<file path="config.mk">
export PLATFORM = sky130hd
export DESIGN_NAME = uart_tx_drain
export DESIGN_NICKNAME = d
export VERILOG_FILES = /design/src/rtl/uart_pkg.sv /design/src/rtl/uart_tx_drain_baud_cnt.sv /design/src/rtl/uart_tx_drain.sv
export SDC_FILE = /design/constraint.sdc
export NUM_CORES = 1
export LEC_CHECK = 0
export ABC_AREA = 1
export CAP_MARGIN = 20
export CORE_MARGIN = 1
export CORE_UTILIZATION = 39
export CTS_CLUSTER_DIAMETER = 50
export DETAILED_ROUTE_END_ITERATION = 12
export PLACE_DENSITY_LB_ADDON = 0.05
export SETUP_SLACK_MARGIN = 0.02
export SYNTH_ARGS = -nofsm -noshare
export SYNTH_HDL_FRONTEND = slang
export SYNTH_SLANG_ARGS = --single-unit
</file>
<file path="constraint.sdc">
create_clock -name clk -period 1.2 [get_ports clk]
set_input_delay 0.18 -clock clk [delete_from_list [all_inputs] [get_ports clk]]
set_output_delay 0.18 -clock clk [all_outputs]
set_load 0.1 [all_outputs]
</file>
<file path="src/rtl/uart_pkg.sv">
// Shared constants for the UART transmit path: FSM state encoding and frame line levels.
package uart_pkg;

  localparam logic [2:0] IDLE  = 3'd0;
  localparam logic [2:0] FETCH = 3'd1;
  localparam logic [2:0] START = 3'd2;
  localparam logic [2:0] DATA  = 3'd3;
  localparam logic [2:0] STOP  = 3'd4;

  localparam logic START_LVL = 1'b0;
  localparam logic STOP_LVL  = 1'b1;
  localparam logic IDLE_LVL  = 1'b1;

endpackage

</file>
<file path="src/rtl/uart_tx_drain_baud_cnt.sv">
// Bit-period counter: counts 0..CLK_DIV-1, tick on the last count, clear restarts at 0.
module baud_cnt #(
  parameter int unsigned CLK_DIV = 16,
  parameter int unsigned CW      = $clog2(CLK_DIV)
) (
  input  logic clk,
  input  logic reset_n,
  input  logic clr,
  output logic tick
);

  logic [CW-1:0] cnt_q;
  logic [CW-1:0] cnt_d;

  assign tick = (cnt_q == CW'(CLK_DIV - 1));

  always_comb begin
    cnt_d = cnt_q + CW'(1);
    if (clr || tick) begin
      cnt_d = '0;
    end
  end

  always_ff @(posedge clk) begin
    if (!reset_n) begin
      cnt_q <= '0;
    end else begin
      cnt_q <= cnt_d;
    end
  end

endmodule

</file>
<file path="src/rtl/uart_tx_drain.sv">
// 8N1 UART transmitter that pulls words from the byte FIFO read port and drives the TX pin.
module uart_tx_drain
  import uart_pkg::*;
#(
  parameter int unsigned DW      = 8,
  parameter int unsigned CLK_DIV = 16,
  parameter int unsigned CW      = $clog2(CLK_DIV)
) (
  input  logic          clk,
  input  logic          reset_n,
  input  logic          fifo_empty,
  input  logic [DW-1:0] fifo_data,
  input  logic          fifo_busy,
  output logic          fifo_stb,
  output logic          fifo_op,
  output logic          tx,
  output logic          busy
);

  localparam int unsigned IW = (DW > 1) ? $clog2(DW) : 1;

  logic [2:0]    state_q, state_d;
  logic [DW-1:0] shift_q, shift_d;
  logic [IW-1:0] bit_idx_q, bit_idx_d;
  logic          tx_q, tx_d;
  logic          baud_clr;
  logic          baud_tick;

  baud_cnt #(
    .CLK_DIV (CLK_DIV),
    .CW      (CW)
  ) u_baud_cnt (
    .clk     (clk),
    .reset_n (reset_n),
    .clr     (baud_clr),
    .tick    (baud_tick)
  );

  // Next-state logic; the counter is held clear in IDLE/FETCH so START begins at count 0.
  always_comb begin
    state_d   = state_q;
    shift_d   = shift_q;
    bit_idx_d = bit_idx_q;
    tx_d      = tx_q;
    baud_clr  = 1'b0;
    fifo_stb  = 1'b0;
    case (state_q)
      IDLE: begin
        baud_clr = 1'b1;
        tx_d     = IDLE_LVL;
        if (!fifo_empty) begin
          state_d = FETCH;
        end
      end
      FETCH: begin
        baud_clr = 1'b1;
        fifo_stb = !fifo_busy;
        if (!fifo_busy) begin
          shift_d = fifo_data;
          state_d = START;
          tx_d    = START_LVL;
        end
      end
      START: begin
        if (baud_tick) begin
          state_d   = DATA;
          bit_idx_d = '0;
          tx_d      = shift_q[0];
        end
      end
      DATA: begin
        if (baud_tick) begin
          shift_d = shift_q >> 1;
          if (bit_idx_q == IW'(DW - 1)) begin
            state_d = STOP;
            tx_d    = STOP_LVL;
          end else begin
            bit_idx_d = bit_idx_q + IW'(1);
            tx_d      = shift_d[0];
          end
        end
      end
      STOP: begin
        if (baud_tick) begin
          state_d = IDLE;
          tx_d    = IDLE_LVL;
        end
      end
      default: begin
        state_d = IDLE;
        tx_d    = IDLE_LVL;
      end
    endcase
  end

  always_ff @(posedge clk) begin
    if (!reset_n) begin
      state_q   <= IDLE;
      shift_q   <= '0;
      bit_idx_q <= '0;
      tx_q      <= IDLE_LVL;
    end else begin
      state_q   <= state_d;
      shift_q   <= shift_d;
      bit_idx_q <= bit_idx_d;
      tx_q      <= tx_d;
    end
  end

  assign fifo_op = fifo_stb;
  assign tx      = tx_q;
  assign busy    = (state_q != IDLE);

endmodule
</file>
==> results.cfg <==
[setup_path]
path_cells = buf_6 -> nor2_4 -> nand2_2 -> clkinvlp_4 -> buf_12
timing.rr.start = state_q[1]$_SDFFE_PN0P_
cp.depth = 5
r2r_setup_slack_ps = -230
cp.arrival_ps = 1290
crit_end = fifo_op
reg2reg_depth = 9
rr_endpoint = shift_q[6]$_SDFFE_PN0P_
path_max_fanout = 4
slowest_stage = dfxtp_4
crit_family = buffers and inverters
crit_path_start = state_q[1]$_SDFFE_PN0P_
max_stage_delay_ps = 380
cp.required_ps = 1020
path_buf_inv = 3
endpoint_kind = output port
crit_path_start_kind = flop
path_class = reg -> out

[timing]
min_period_ps = 1470
worst_slack_ps = -270
max_slew_margin_pct = 83.2
worst_pin_slew_ps = 252
hold_violations = 0
timing.fmax_ghz = 0.680
rsz0062_at_grt = yes
maxSlewViolCount = 0
tns_ps = -3500
finClkSkew_ps = 1.13
fin_crit_sh_pct = 123
finalSetupViolCount = 18
whs_ps = 422

[placed_design]
hpwlAfterDp_microns = 1720
place_congestion = 0.862
port_buffers = 15
place_ws_ps = -169

[floorplanning]
die_h_microns = 51.8
dieArea_sq_mm = 0.00269
core_sq_mm = 0.00228
placementRows = 17
initial_core_util_pct = 42.6
pin_count = 16
dieWidth_microns = 51.8

[grt]
grt_use_total_pct = 21.7
overflow = 0
grt_pass1_vias = 1024
grt_max_degree = 11
antenna_found_initial = 0
grt_pass1_wl_microns = 4340

[final_layout]
layout-drive-gt1-share_pct = 51.5
syn_to_final_growth_pct = 86.8
fin_util_pct = 79.5
finalNetCount = 214
diodes = 0

[clock_tree]
clk_latency_ps = 300
htreeDepth = 1
tritoncts = done
ctsRootBufferMaster = clkbuf_4
cts.sinks = 19
clk_pin_slew_ps = 110
cts.path.max_buffers = 2
hold_buffers = 0
numCtsBuffers = 3

[outcome]
status = finished, violations left
violations = setup timing

[drt]
vias = 1121
drtIter0Drc = 12
dr.pass1.iters = 5
viasPerCell = 4.96
ant_nets = 0
wl_microns = 3070
drc = 0
detail_route.wl_per_cell_microns = 13.6

[worst_hold_path]
hold_class = in -> reg

[synthesis]
syn-num-nets = 158
synth_area_per_cell_sq_um = 6.77
seq_area_frac_synth_pct = 39.3
syn-cell-area_sq_um = 968
ys_warn_count = 0
ys_seq_elements = 19
synthCells = 143
yosysUniqueCellTypes = 21

[power]
totalPowerFinal_uw = 4740
p_per_area_mw_per_mm2 = 2620
peakVddDrop_v = 0.00235
p_leak_uw = 0.000813

[job]
cap_violations = 0
worst min path at each step:
stage / cells past startpoint / start / endpoint
floorplan: 2 / fifo_data[7] / shift_q[7]$_SDFFE_PN0P_
global placement: 2 / bit_idx_q[1]$_SDFFE_PN0P_ / bit_idx_q[1]$_SDFFE_PN0P_
detailed placement: 2 / shift_q[7]$_SDFFE_PN0P_ / shift_q[7]$_SDFFE_PN0P_
CTS: 3 / fifo_data[7] / shift_q[7]$_SDFFE_PN0P_
global route: 3 / fifo_data[7] / shift_q[7]$_SDFFE_PN0P_
finish: 3 / fifo_data[7] / shift_q[7]$_SDFFE_PN0P_
cell families after synthesis:
| family | synth area share (%) |
|---|---|
| and+or+nand+nor | 38.8 |
| xor gates and xnor gates | 0.905 |
| AOI/OAI and AO/OA | 10.3 |
| adders and majority gates | 3.88 |
| buffers and inverters | 6.85 |
| DFF | 39.3 |
layer usage:
layer,vias up,global-route usage [%],share of wire (%)
met1,530,27.5,46
li1,565,-,-
met2,20,37.4,49
met5,-,0,0
met3,6,3.80,2.6
met4,0,5.41,2.2
power by group:
group          total, uW  switching [uW]  leakage [uW]  internal (uW)
clock                339             209     0.0000150            130
sequential           978             157      0.000158            821
combinational       3420            1910      0.000639           1510
total               4740            2280      0.000813           2460
layout by cell type (no fill, tap or decap), types with 5 or more instances in the layout:
master and n:
clkdlybuf4s50_1 11, dfxtp_2 5, nand2_1 31, nand2_2 7, nand2_4 8, buf_6 16
nor2_4 6, nor2_1 17, nor2_2 6, o21ai_1 5, dfxtp_1 11, buf_4 22
area by class of cell:
cell class / count / area, sq um
Clock buffer: 4 / 26.3
Fill cell: 143 / 467
Inverter: 13 / 65.1
Multi-Input combinational cell: 109 / 749
Sequential cell: 19 / 398
Tap cell: 28 / 35.0
Timing Repair Buffer: 53 / 536
worst min-delay path, cell delays in order:
cell and delay, ps:
clkdlybuf4s50_1 400, nand2_1 60, a21oi_1 50
sequential cells by signal, summed over array words and instances, names as in the netlist:
name              count
shift_q               8
u_baud_cnt.cnt_q      4
tx                    1
state_q               3
bit_idx_q             3
Yosys cell counts, drive strengths merged:
| library cell | count | share of area [%] |
|---|---|---|
| nand3 | 8 | 4.1 |
| o21ai | 11 | 6.8 |
| buf | 2 | 1.3 |
| nand2 | 46 | 19 |
| inv | 13 | 5.6 |
| and3 | 1 | 0.65 |
| nand4 | 2 | 1.3 |
| xor2 | 1 | 0.90 |
| ha | 3 | 3.9 |
| a21oi | 5 | 2.6 |
| o2111ai | 1 | 0.90 |
| nor2 | 30 | 14 |
| nor3 | 1 | 0.52 |
| dfxtp | 19 | 39 |
per-stage QoR:
step / cell area (sq um) / std cells
4_1_cts: 1600 / 219
2_1_floorplan: 1020 / 143
3_5_place_dp: 1370 / 203
3_3_place_gp: 1370 / 203
6_report: 1810 / 226
5_1_grt: 1810 / 226
what timing repair did:
action,in CTS,in global routing
pin swaps,15,20
resized for setup,36,40
endpoints found under the hold margin,0,0
endpoints found under the setup margin,22,22
buffers inserted,12,10
Note: power is estimated with default switching activity, not from simulation.
